### src/rtl/spi_master_mc.sv
// spi_master_mc: full-duplex SPI master with runtime CPOL/CPHA, per-word length and one-hot CS hold.
// Optional SPI_MASTER_MC_LOOPBACK_EN adds i_loopback (rx taps MOSI internally, CS kept inactive).
module spi_master_mc #(
    parameter int unsigned CLK_DIV    = 4,
    parameter int unsigned NUM_CS     = 4,
    parameter int unsigned MAX_WIDTH  = 32,
    parameter int unsigned CS_ACT_LVL = 0,
    parameter int unsigned MSB_FIRST  = 1,
    localparam int unsigned LEN_W = $clog2(MAX_WIDTH + 1),
    localparam int unsigned SEL_W = (NUM_CS > 1) ? $clog2(NUM_CS) : 1
) (
    input  logic                 user_clk,
    input  logic                 user_rst,
    input  logic                 i_cmd_valid,
    output logic                 o_cmd_ready,
    input  logic                 i_cpol,
    input  logic                 i_cpha,
    input  logic [LEN_W-1:0]     i_len,
    input  logic [SEL_W-1:0]     i_cs_sel,
    input  logic                 i_cs_hold,
    input  logic [MAX_WIDTH-1:0] i_wr_data,
    output logic                 o_rd_valid,
    output logic [MAX_WIDTH-1:0] o_rd_data,
    output logic                 o_busy,
    output logic [NUM_CS-1:0]    o_cs,
    output logic                 o_sclk,
    output logic                 o_mosi,
`ifdef SPI_MASTER_MC_LOOPBACK_EN
    input  logic                 i_loopback,
`endif
    input  logic                 i_miso
);

    localparam int unsigned EDGE_W  = LEN_W + 1;
    localparam int unsigned DIV_W   = $clog2(CLK_DIV);
    localparam int unsigned TMO_CYC = 256 * CLK_DIV;
    localparam int unsigned TMO_W   = $clog2(TMO_CYC);

    typedef enum logic [2:0] {StIdle, StLead, StShift, StTrail, StHold} state_e;

    state_e               state_q;
    logic [DIV_W-1:0]     div_q;
    logic [TMO_W-1:0]     tmo_q;
    logic [EDGE_W-1:0]    edge_q;
    logic [LEN_W-1:0]     len_q;
    logic                 cpha_q;
    logic                 hold_q;
    logic                 gap_q;
    logic                 lb_q;
    logic [MAX_WIDTH-1:0] tx_q;
    logic [MAX_WIDTH-1:0] rx_q;
    logic [NUM_CS-1:0]    cs_act_q;
    logic [NUM_CS-1:0]    pend_cs_q;
    logic                 ready_q;
    logic                 rd_valid_q;
    logic                 busy_q;
    logic                 sclk_q;
    logic                 mosi_q;
    logic [MAX_WIDTH-1:0] rd_data_q;

    logic                 accept;
    logic [LEN_W-1:0]     cmd_len;
    logic [MAX_WIDTH-1:0] cmd_tx;
    logic [NUM_CS-1:0]    cmd_cs;
    logic                 cmd_lb;
    logic                 cmd_first;
    logic                 div_end;
    logic                 tmo_end;
    logic                 odd_edge;
    logic                 last_edge;
    logic                 do_sample;
    logic                 do_shift;
    logic                 rx_bit;
    logic                 tx_head;
    logic [MAX_WIDTH-1:0] tx_next;
    logic [MAX_WIDTH-1:0] rx_next;
    logic [MAX_WIDTH-1:0] rx_just;

    always_comb begin
        accept = i_cmd_valid && ready_q;

        cmd_len = i_len;
        if (i_len == '0) begin
            cmd_len = LEN_W'(1);
        end else if (i_len > LEN_W'(MAX_WIDTH)) begin
            cmd_len = LEN_W'(MAX_WIDTH);
        end

        // MSB-first words are left-aligned so the head bit is always tx_q[MAX_WIDTH-1]
        if (MSB_FIRST != 0) begin
            cmd_tx = i_wr_data << (MAX_WIDTH - 32'(cmd_len));
        end else begin
            cmd_tx = i_wr_data & ({MAX_WIDTH{1'b1}} >> (MAX_WIDTH - 32'(cmd_len)));
        end
        cmd_first = (MSB_FIRST != 0) ? cmd_tx[MAX_WIDTH-1] : cmd_tx[0];

        cmd_cs = '0;
        for (int i = 0; i < NUM_CS; i++) begin
            if (i_cs_sel == SEL_W'(i)) cmd_cs[i] = 1'b1;
        end
`ifdef SPI_MASTER_MC_LOOPBACK_EN
        cmd_lb = i_loopback;
`else
        cmd_lb = 1'b0;
`endif
        if (cmd_lb) cmd_cs = '0;

        div_end   = (div_q == DIV_W'(CLK_DIV - 1));
        tmo_end   = (tmo_q == TMO_W'(TMO_CYC - 1));
        odd_edge  = ~edge_q[0];
        last_edge = (edge_q == ({len_q, 1'b0} - EDGE_W'(1)));
        do_sample = (state_q == StShift) && div_end && (odd_edge != cpha_q);
        // With cpha=1 edge 1 re-drives the bit already presented at accept
        do_shift  = (state_q == StShift) && div_end && !last_edge &&
                    (cpha_q ? (odd_edge && (edge_q != '0)) : !odd_edge);

        rx_bit  = lb_q ? mosi_q : i_miso;
        tx_next = (MSB_FIRST != 0) ? (tx_q << 1) : (tx_q >> 1);
        tx_head = (MSB_FIRST != 0) ? tx_q[MAX_WIDTH-2] : tx_q[1];
        rx_next = (MSB_FIRST != 0) ? {rx_q[MAX_WIDTH-2:0], rx_bit} : {rx_bit, rx_q[MAX_WIDTH-1:1]};
        rx_just = (MSB_FIRST != 0) ? rx_q : (rx_q >> (MAX_WIDTH - 32'(len_q)));
    end

    always_ff @(posedge user_clk) begin
        if (user_rst) begin
            state_q    <= StIdle;
            div_q      <= '0;
            tmo_q      <= '0;
            edge_q     <= '0;
            len_q      <= LEN_W'(1);
            cpha_q     <= 1'b0;
            hold_q     <= 1'b0;
            gap_q      <= 1'b0;
            lb_q       <= 1'b0;
            tx_q       <= '0;
            rx_q       <= '0;
            cs_act_q   <= '0;
            pend_cs_q  <= '0;
            ready_q    <= 1'b1;
            rd_valid_q <= 1'b0;
            busy_q     <= 1'b0;
            sclk_q     <= 1'b0;
            mosi_q     <= 1'b0;
            rd_data_q  <= '0;
        end else begin
            rd_valid_q <= 1'b0;
            if (do_sample) rx_q <= rx_next;
            if (do_shift) begin
                tx_q   <= tx_next;
                mosi_q <= tx_head;
            end
            unique case (state_q)
                StIdle, StHold: begin
                    if (state_q == StHold) tmo_q <= tmo_q + 1'b1;
                    if (accept) begin
                        state_q   <= StLead;
                        ready_q   <= 1'b0;
                        busy_q    <= 1'b1;
                        div_q     <= '0;
                        edge_q    <= '0;
                        tmo_q     <= '0;
                        cpha_q    <= i_cpha;
                        len_q     <= cmd_len;
                        hold_q    <= i_cs_hold;
                        lb_q      <= cmd_lb;
                        tx_q      <= cmd_tx;
                        mosi_q    <= cmd_first;
                        rx_q      <= '0;
                        sclk_q    <= i_cpol;
                        pend_cs_q <= cmd_cs;
                        // Switching slaves mid-burst inserts a CS-inactive gap before LEAD
                        if ((state_q == StHold) && (cs_act_q != cmd_cs)) begin
                            gap_q    <= 1'b1;
                            cs_act_q <= '0;
                        end else begin
                            gap_q    <= 1'b0;
                            cs_act_q <= cmd_cs;
                        end
                    end else if ((state_q == StHold) && tmo_end) begin
                        state_q  <= StIdle;
                        busy_q   <= 1'b0;
                        cs_act_q <= '0;
                    end
                end
                StLead: begin
                    div_q <= div_q + 1'b1;
                    if (div_end) begin
                        div_q <= '0;
                        if (gap_q) begin
                            gap_q    <= 1'b0;
                            cs_act_q <= pend_cs_q;
                        end else begin
                            state_q <= StShift;
                        end
                    end
                end
                StShift: begin
                    div_q <= div_q + 1'b1;
                    if (div_end) begin
                        div_q  <= '0;
                        sclk_q <= ~sclk_q;
                        edge_q <= edge_q + 1'b1;
                        if (last_edge) state_q <= StTrail;
                    end
                end
                StTrail: begin
                    div_q <= div_q + 1'b1;
                    if (div_end) begin
                        div_q      <= '0;
                        rd_valid_q <= 1'b1;
                        rd_data_q  <= rx_just;
                        ready_q    <= 1'b1;
                        if (hold_q) begin
                            state_q <= StHold;
                            tmo_q   <= '0;
                        end else begin
                            state_q  <= StIdle;
                            busy_q   <= 1'b0;
                            cs_act_q <= '0;
                        end
                    end
                end
                default: state_q <= StIdle;
            endcase
        end
    end

    assign o_cmd_ready = ready_q;
    assign o_rd_valid  = rd_valid_q;
    assign o_rd_data   = rd_data_q;
    assign o_busy      = busy_q;
    assign o_cs        = (CS_ACT_LVL != 0) ? cs_act_q : ~cs_act_q;
    assign o_sclk      = sclk_q;
    assign o_mosi      = mosi_q;

endmodule

### config.mk
export PLATFORM = sky130hd
export DESIGN_NAME = spi_master_mc
export DESIGN_NICKNAME = d
export VERILOG_FILES = /design/src/rtl/spi_master_mc.sv
export SDC_FILE = /design/constraint.sdc
export NUM_CORES = 1
export LEC_CHECK = 0
export CAP_MARGIN = 0
export CORE_UTILIZATION = 63
export CTS_BUF_LIST = sky130_fd_sc_hd__clkbuf_4
export DETAILED_ROUTE_END_ITERATION = 6
export GPL_ROUTABILITY_DRIVEN = 1
export PLACE_DENSITY = 0.88
export SYNTH_ARGS = -nofsm -noshare
export SYNTH_HDL_FRONTEND = slang
export SYNTH_SLANG_ARGS = --single-unit
### constraint.sdc
create_clock -name user_clk -period 14.05 [get_ports user_clk]
set_clock_uncertainty 0.2 [all_clocks]
set_input_delay 4.215 -clock user_clk [delete_from_list [all_inputs] [get_ports user_clk]]
set_output_delay 4.215 -clock user_clk [all_outputs]
set_load 0.02 [all_outputs]
==> results.cfg, run 1 <==
[critical_path]
crit_family = buffers and inverters
cp_max_fo = 28
critPathCaptureType = register
cpMaxStageDelayCell = clkdlybuf4s50_1
path_class = primary input to register
max_stage_delay_ns = 0.76
worst_setup_path_start_kind = primary input
crit_arrival_ns = 8.73
required_ns = 14.22
crit_buf_inv = 3
crit_chain = clkdlybuf4s50_1, or4_4, a21oi_4, inv_2, ha_1, inv_1, xnor2_4, mux4_2, and3_1, a2111oi_2, a221oi_1

[run]
maxCapViolCount = 0

[sta]
fmax_ghz = 0.117
rsz0062_at_grt = false
slew_viol_final = 0
fin_tns_setup_ns = 0
max_slew_margin = 0.199
tightest_slew_ns = 1.20
hold_violations = 0
period_share = 0.609
period_minus_slack_ns = 8.56
setup_viol = 0

[cts]
cts_resized = 0
path_clk_slew_ns = 0.11
clock_path_buffers = 2
postCtsSetupRepairBufs = 0
cts_hold_buf = 0
cts-buffers-inserted = 17
cts_max_level = 4
insertion_delay_ns = 0.54
clock_sinks = 139
cts_tree = yes
cts_root_buf = clkbuf_4

[cells_and_area]
final_cell_mix = 204 x nand2_1, 139 x dfxtp_1, 111 x a21oi_1
final_util = 0.747
drive_above_1_share = 0.0885
syn_to_final_growth_pct = 14.4
final_common_cell = nand2_1
nets = 1103

[global_route]
grt_pass1_vias = 7006
overflow = 0
antenna_found_initial = 1
grt_pass1_wl_um = 34700
grtUsageTotal = 0.335
grt_max_degree = 75

[yosys]
ys.flop_type = dfxtp_1
synthArstFlopShare = 0
ys_warn_count = 0
synth_top_family_by_area = compound AO/OA/AOI/OAI gates
synth_area_mm2 = 0.00791
syn-num-nets = 1060
synth-xor-area-share = 0.0300
synth-simple-area-share = 0.224
synthAdderAreaFrac = 0.00949
synth_cells = 1007
seq_area_frac_synth = 0.352
synth_seq_cells = 139
postSynthAreaPerCell_um2 = 7.86
yosys-mux-area-fraction = 0.105
synth_compound_area_frac = 0.227
yosysUniqueCellTypes = 80
synth_edf_count = 0

[floorplanning]
ios = 88
core-area_mm2 = 0.0121
die_x_um = 114
dieArea_mm2 = 0.0130
fp.dieH_um = 114
start_util = 0.653
rows = 40

[drt]
via_per_inst = 6.31
wire_per_inst_um = 17.3
totalWireLength_um = 21200
vias = 7772
first_iter_violations = 951
drc = 0
first_pass_iters = 5
drtAntennaViolNets = 0

[power_and_ir_drop]
ir_worst_vdd_uv = 82.2
p_leak_uw = 0.00306
p_per_area_mw_per_mm2 = 117

[placement]
routabilityCongestion = 0.992
dpl.hpwl_um = 15100
port_buffers = 87

[run_status]
outcome = completed

[min_path]
hold_class = register to register
==> state kept, by name, summed over array words and instances, names as in the netlist, 2 cells and up <==
signal,count
len_q,6
edge_q,7
tmo_q,10
tx_q,31
pend_cs_q,4
o_rd_data,32
cs_act_q,4
state_q,3
div_q,2
rx_just,32
==> Yosys cell counts, types with 3 or more instances <==
library cell	count	share of area
inv_1	22	0.010
nor4_1	5	0.0040
o21ai_0	32	0.020
and2_1	5	0.0040
a21o_1	3	0.0028
ha_1	6	0.0095
o211ai_1	5	0.0047
nand2_1	204	0.097
a211oi_1	10	0.0095
buf_1	6	0.0028
buf_4	4	0.0038
buf_2	13	0.0082
xor2_1	15	0.017
xnor2_1	9	0.010
clkbuf_1	50	0.024
o22ai_1	20	0.016
a32oi_1	4	0.0044
a221oi_1	5	0.0055
o31ai_1	5	0.0047
a311oi_1	3	0.0033
dfxtp_1	139	0.35
nor2_1	69	0.033
nand4_1	10	0.0079
and3_1	10	0.0079
o311ai_0	7	0.0077
mux2_2	10	0.014
a22oi_1	10	0.0095
nand2b_1	7	0.0055
nand3_1	39	0.025
nor2b_1	13	0.010
nor3b_1	4	0.0038
mux2i_1	45	0.057
nor3_1	16	0.010
a31o_2	8	0.0089
o311ai_1	4	0.0044
a31oi_1	7	0.0055
a21oi_1	112	0.071
mux4_2	12	0.034
or3_1	3	0.0024
==> layer usage <==
metal | track usage | wire, µm | vias to the layer above
li1 | - | - | 3710
met1 | 0.458 | 9320 | 3602
met2 | 0.518 | 9680 | 395
met3 | 0.0572 | 1500 | 65
met4 | 0.154 | 748 | 0
met5 | 0 | 0 | -
==> layout make-up <==
type / count / area, µm²
tap: 168 / 210
antenna: 1 / 2.50
multi-input combinational: 769 / 4730
timing repair buffer: 99 / 956
clock buffer: 18 / 135
inverter: 24 / 90.1
clock inverter: 13 / 141
sequential: 139 / 2780
fill: 956 / 3060
==> path summary, 6_finish.rpt <==
path                                    from                          to  slack (ns)  cells after the start
setup / recovery                    i_len[2]         tx_q[18]$_SDFF_PP0_        5.49                     11
hold reg to reg   o_rd_data[10]$_SDFFE_PP0P_  o_rd_data[10]$_SDFFE_PP0P_        0.26                      2
setup reg to reg     state_q[1]$_SDFFE_PP0P_          tx_q[4]$_SDFF_PP0_       10.12                      6
hold / removal    o_rd_data[10]$_SDFFE_PP0P_  o_rd_data[10]$_SDFFE_PP0P_        0.26                      2
==> cells by family after synthesis <==
kind of cell	after synthesis
AO/OA/AOI/OAI	274
XOR/XNOR	25
adder cells (fa/ha/maj)	6
buffers and inverters	99
flip-flops	139
multiplexers	67
AND/OR/NAND/NOR	397
==> worst reg2reg max path, stage by stage (launching register included) <==
cell and delay, ns:
dfxtp_1 0.45, nor2_1 0.45, nand3_1 0.69, buf_4 0.47, nor3_1 0.82, nand2_1 0.42, o22ai_1 0.31
==> report_power, final <==
group	switching (µW)	internal, µW
Combinational	212	136
Sequential	29.5	427
Clock	149	108
Total	390	671
==> metrics by stage <==
stage	power [µW]	hold WS, ns	instances	cell area (µm²)	worst slack, ns
floorplan	697	0.232	1007	7910	6.44
global placement	796	0.241	1199	8770	5.11
detailed placement	802	0.246	1199	8770	5.04
CTS	1050	0.263	1230	9050	5.61
global route	1110	0.276	1231	9050	5.15
finish	1060	0.261	1231	9050	5.49
Note: power is estimated with default switching activity, not from simulation.
==> inputs of run 2 (changes only) <==
- CORE_UTILIZATION: 63 -> 59
- PLACE_DENSITY: 0.88 -> 0.83
- clock period: 14.05 -> 8.77 ns (I/O delays scaled with it)
==> results.cfg, run 2 (synthesis results as in run 1) <==
[cells_and_area]
final_cell_mix = 204 x nand2_1, 139 x dfxtp_1, 111 x a21oi_1
syn_to_final_growth_pct = 15.3
drive_above_1_share = 0.0954
instances_no_fill = 1242
final_common_cell = nand2_1
nets = 1109

[cts]
cts_max_level = 4
cts-buffers-inserted = 17
clock_sinks = 139
postCtsSetupRepairBufs = 0
cts_root_buf = clkbuf_4
cts_hold_buf = 0
cts_resized = 0
path_clk_slew_ns = 0.14
cts_tree = yes
insertion_delay_ns = 0.58
clock_path_buffers = 2

[global_route]
overflow = 0
grtUsageTotal = 0.314
grt_pass1_wl_um = 35300
grt_max_degree = 75
antenna_found_initial = 1
grt_pass1_vias = 6987

[min_path]
hold_class = register to register
worstHoldStart = o_rd_data[21]$_SDFFE_PP0P_

[power_and_ir_drop]
p_leak_uw = 0.00309
finalPower_uw = 1720
ir_worst_vdd_uv = 126
p_per_area_mw_per_mm2 = 188

[sta]
whs_ns = 0.262
period_minus_slack_ns = 6.81
fin_tns_setup_ns = 0
slew_viol_final = 0
tightest_slew_ns = 1.16
max_slew_margin = 0.230
hold_violations = 0
post-route-worst-setup-slack_ns = 1.96
rsz0062_at_grt = false
period_share = 0.776
fmax_ghz = 0.147
setup_viol = 0

[critical_path]
cp_max_fo = 28
crit_arrival_ns = 7.03
worst_setup_path_start_kind = primary input
r2r-start = len_q[0]$_SDFFE_PP1P_
path_class = primary input to register
ff2ff_setup_slack_ns = 5.56
crit_start = i_len[2]
required_ns = 8.99
critPathCaptureType = register

[drt]
via_per_inst = 6.18
wire_per_inst_um = 17.3
drc = 0
first_iter_violations = 914
first_pass_iters = 7
vias = 7678
totalWireLength_um = 21400
drtAntennaViolNets = 0

[run]
maxCapViolCount = 0

[floorplanning]
fp.dieH_um = 118
die_x_um = 118
ios = 88
start_util = 0.617
core-area_mm2 = 0.0128
rows = 41
dieArea_mm2 = 0.0139

[placement]
dpl.hpwl_um = 15300
placedCellCount = 1209
port_buffers = 87
post-place-ws_ns = 1.41
routabilityCongestion = 0.956

[run_status]
outcome = completed
run 2: worst max-delay path, stage by stage:
cell and delay, ns:
clkdlybuf4s50_1 0.63, or4_4 0.82, a21oi_4 0.32, inv_2 0.14, ha_1 0.34, buf_4 0.25
and2_1 0.36, nand2_1 0.13, o311ai_0 0.19, mux4_2 0.54, and3_1 0.21, a2111oi_2 0.34
a221oi_1 0.12
run 2: per-stage QoR:
stage | area (µm²) | util
2_1_floorplan | 7910 | -
5_1_grt | 9130 | 0.712
6_report | 9130 | 0.712
4_1_cts | 9120 | 0.711
3_5_place_dp | 8820 | 0.688
3_3_place_gp | 8820 | 0.688
run 2: area by class of cell:
type	count	area, µm²
sequential	139	2780
tap	172	215
clock buffer	17	128
multi-input combinational	769	4730
timing repair buffer	105	1000
antenna	1	2.50
fill	1066	3700
inverter	24	90.1
clock inverter	15	173
run 2: where the power goes:
part	switching, µW	internal, µW	total, µW
Combinational	338	221	560
Clock	275	156	431
Sequential	44.8	684	729
run 2: layer usage:
| metal | track usage | vias to the layer above | wire (µm) |
|---|---|---|---|
| met5 | 0 | - | 0 |
| met4 | 0.117 | 0 | 563 |
| met3 | 0.0591 | 51 | 1500 |
| met2 | 0.489 | 320 | 9750 |
| met1 | 0.431 | 3581 | 9620 |
| li1 | - | 3726 | - |
run 2: path summary, 6_finish.rpt:
path                                 to  cells past startpoint
max                 tx_q[18]$_SDFF_PP0_                     13
min          o_rd_data[21]$_SDFFE_PP0P_                      2
max reg2reg         tx_q[29]$_SDFF_PP0_                     10
min reg2reg  o_rd_data[21]$_SDFFE_PP0P_                      2
==> inputs of run 3 (changes only) <==
- CORE_UTILIZATION: 59 -> 53
- PLACE_DENSITY: 0.83 -> 0.79
- clock period: 8.77 -> 5.4 ns (I/O delays scaled with it)
==> results.cfg, run 3 (synthesis results as in run 1) <==
[sta]
period_share = 0.888
post-route-worst-setup-slack_ns = 0.605
whs_ns = 0.260
fin_tns_setup_ns = 0
period_minus_slack_ns = 4.79
slew_viol_final = 0
rsz0062_at_grt = false
fmax_ghz = 0.209
hold_violations = 0
max_slew_margin = 0.214
tightest_slew_ns = 1.18
setup_viol = 0

[critical_path]
cp_max_fo = 17
path_class = primary input to register
crit_arrival_ns = 5.03
worst_setup_path_start_kind = primary input
required_ns = 5.63
critPathCaptureType = register

[floorplanning]
rows = 44
start_util = 0.544
core-area_mm2 = 0.0145
ios = 88
dieArea_mm2 = 0.0154
fp.dieH_um = 124
die_x_um = 124

[cts]
path_clk_slew_ns = 0.12
cts_root_buf = clkbuf_4
cts_tree = yes
clock_sinks = 139
cts_resized = 0
insertion_delay_ns = 0.54
clock_path_buffers = 2
cts_hold_buf = 0
cts-buffers-inserted = 17
postCtsSetupRepairBufs = 0
cts_max_level = 4

[cells_and_area]
fillers = 1322
nets = 1127
design_area_mm2 = 0.00932
syn_to_final_growth_pct = 17.8
final_common_cell = nand2_1
final_cell_mix = 204 x nand2_1, 139 x dfxtp_1, 111 x a21oi_1
seq_area_mm2 = 0.00278
diodes = 0
drive_above_1_share = 0.110
multi_input_area_mm2 = 0.00473

[drt]
wire_per_inst_um = 16.7
totalWireLength_um = 21200
vias = 7748
highest_layer = met4
dr_wl_met3_um = 1650
m1WireLength_um = 9590
first_iter_violations = 702
drc = 0
first_pass_iters = 5
drtAntennaViolNets = 0
dr_wl_met2_um = 9280
via_per_inst = 6.10

[global_route]
overflow = 0
antenna_found_initial = 0
grtUsageTotal = 0.286
grt_max_degree = 41
grt_pass1_vias = 6879
grt_pass1_wl_um = 34500

[power_and_ir_drop]
p_leak_uw = 0.00320
p_per_area_mw_per_mm2 = 309
ir_worst_vdd_uv = 311

[placement]
place_area_mm2 = 0.00899
routabilityCongestion = 0.980
port_buffers = 87
post-place-ws_ns = 0.110
dpl.hpwl_um = 15200

[run_status]
outcome = completed

[min_path]
hold_class = register to register

[run]
maxCapViolCount = 0
==> run 3: changes by cell type in the layout (fill, tap and decap cells not counted), sizes merged <==
cell      previous run  this run
clkinvlp             2         3
diode                1         0
clkbuf              17        19
bufinv               1         4
buf                 19        37
inv                 32        26
==> run 3: stage by stage <==
step	instances	utilization	power, µW
finish	1271	0.641	2880
global route	1271	0.641	3030
CTS	1271	0.641	2880
detailed placement	1239	0.618	2120
global placement	1239	0.618	2100
floorplan	1007	-	1810
==> run 3: final timing paths <==
kind,start,end,slack [ns],cells past startpoint
max,i_len[2],tx_q[30]$_SDFF_PP0_,0.61,12
min,o_rd_data[19]$_SDFFE_PP0P_,o_rd_data[19]$_SDFFE_PP0P_,0.26,2
max reg2reg,len_q[0]$_SDFFE_PP1P_,tx_q[29]$_SDFF_PP0_,2.30,9
min reg2reg,o_rd_data[19]$_SDFFE_PP0P_,o_rd_data[19]$_SDFFE_PP0P_,0.26,2
==> run 3: power breakdown <==
part           switching, µW  leakage (µW)  internal, µW  total (µW)
clock                    385      0.000171           383         767
sequential              73.4       0.00113          1110        1180
combinational            548       0.00190           382         930
total                   1010       0.00320          1870        2880
==> run 3: worst max-delay path, cell delays in order <==
cell and delay (ns):
clkdlybuf4s50_1 0.42, or4_4 0.56, a21oi_4 0.17, inv_2 0.11, ha_1 0.23, buf_4 0.21
xnor2_1 0.14, o311ai_0 0.48, buf_4 0.22, nand2_1 0.06, mux4_2 0.51, a2111oi_2 0.29
==> run 3: cell type report <==
cell class / instances / area share
Multi-Input combinational cell: 769 / 0.508
Sequential cell: 139 / 0.299
Timing Repair Buffer: 123 / 0.123
Tap cell: 184 / 0.0247
Clock inverter: 13 / 0.0204
Clock buffer: 19 / 0.0153
Inverter: 24 / 0.00967
==> run 3: layer usage <==
layer	global-route usage	vias to the layer above
met4	0.115	0
met5	0	-
met3	0.0472	55
li1	-	3756
met2	0.433	389
met1	0.401	3548
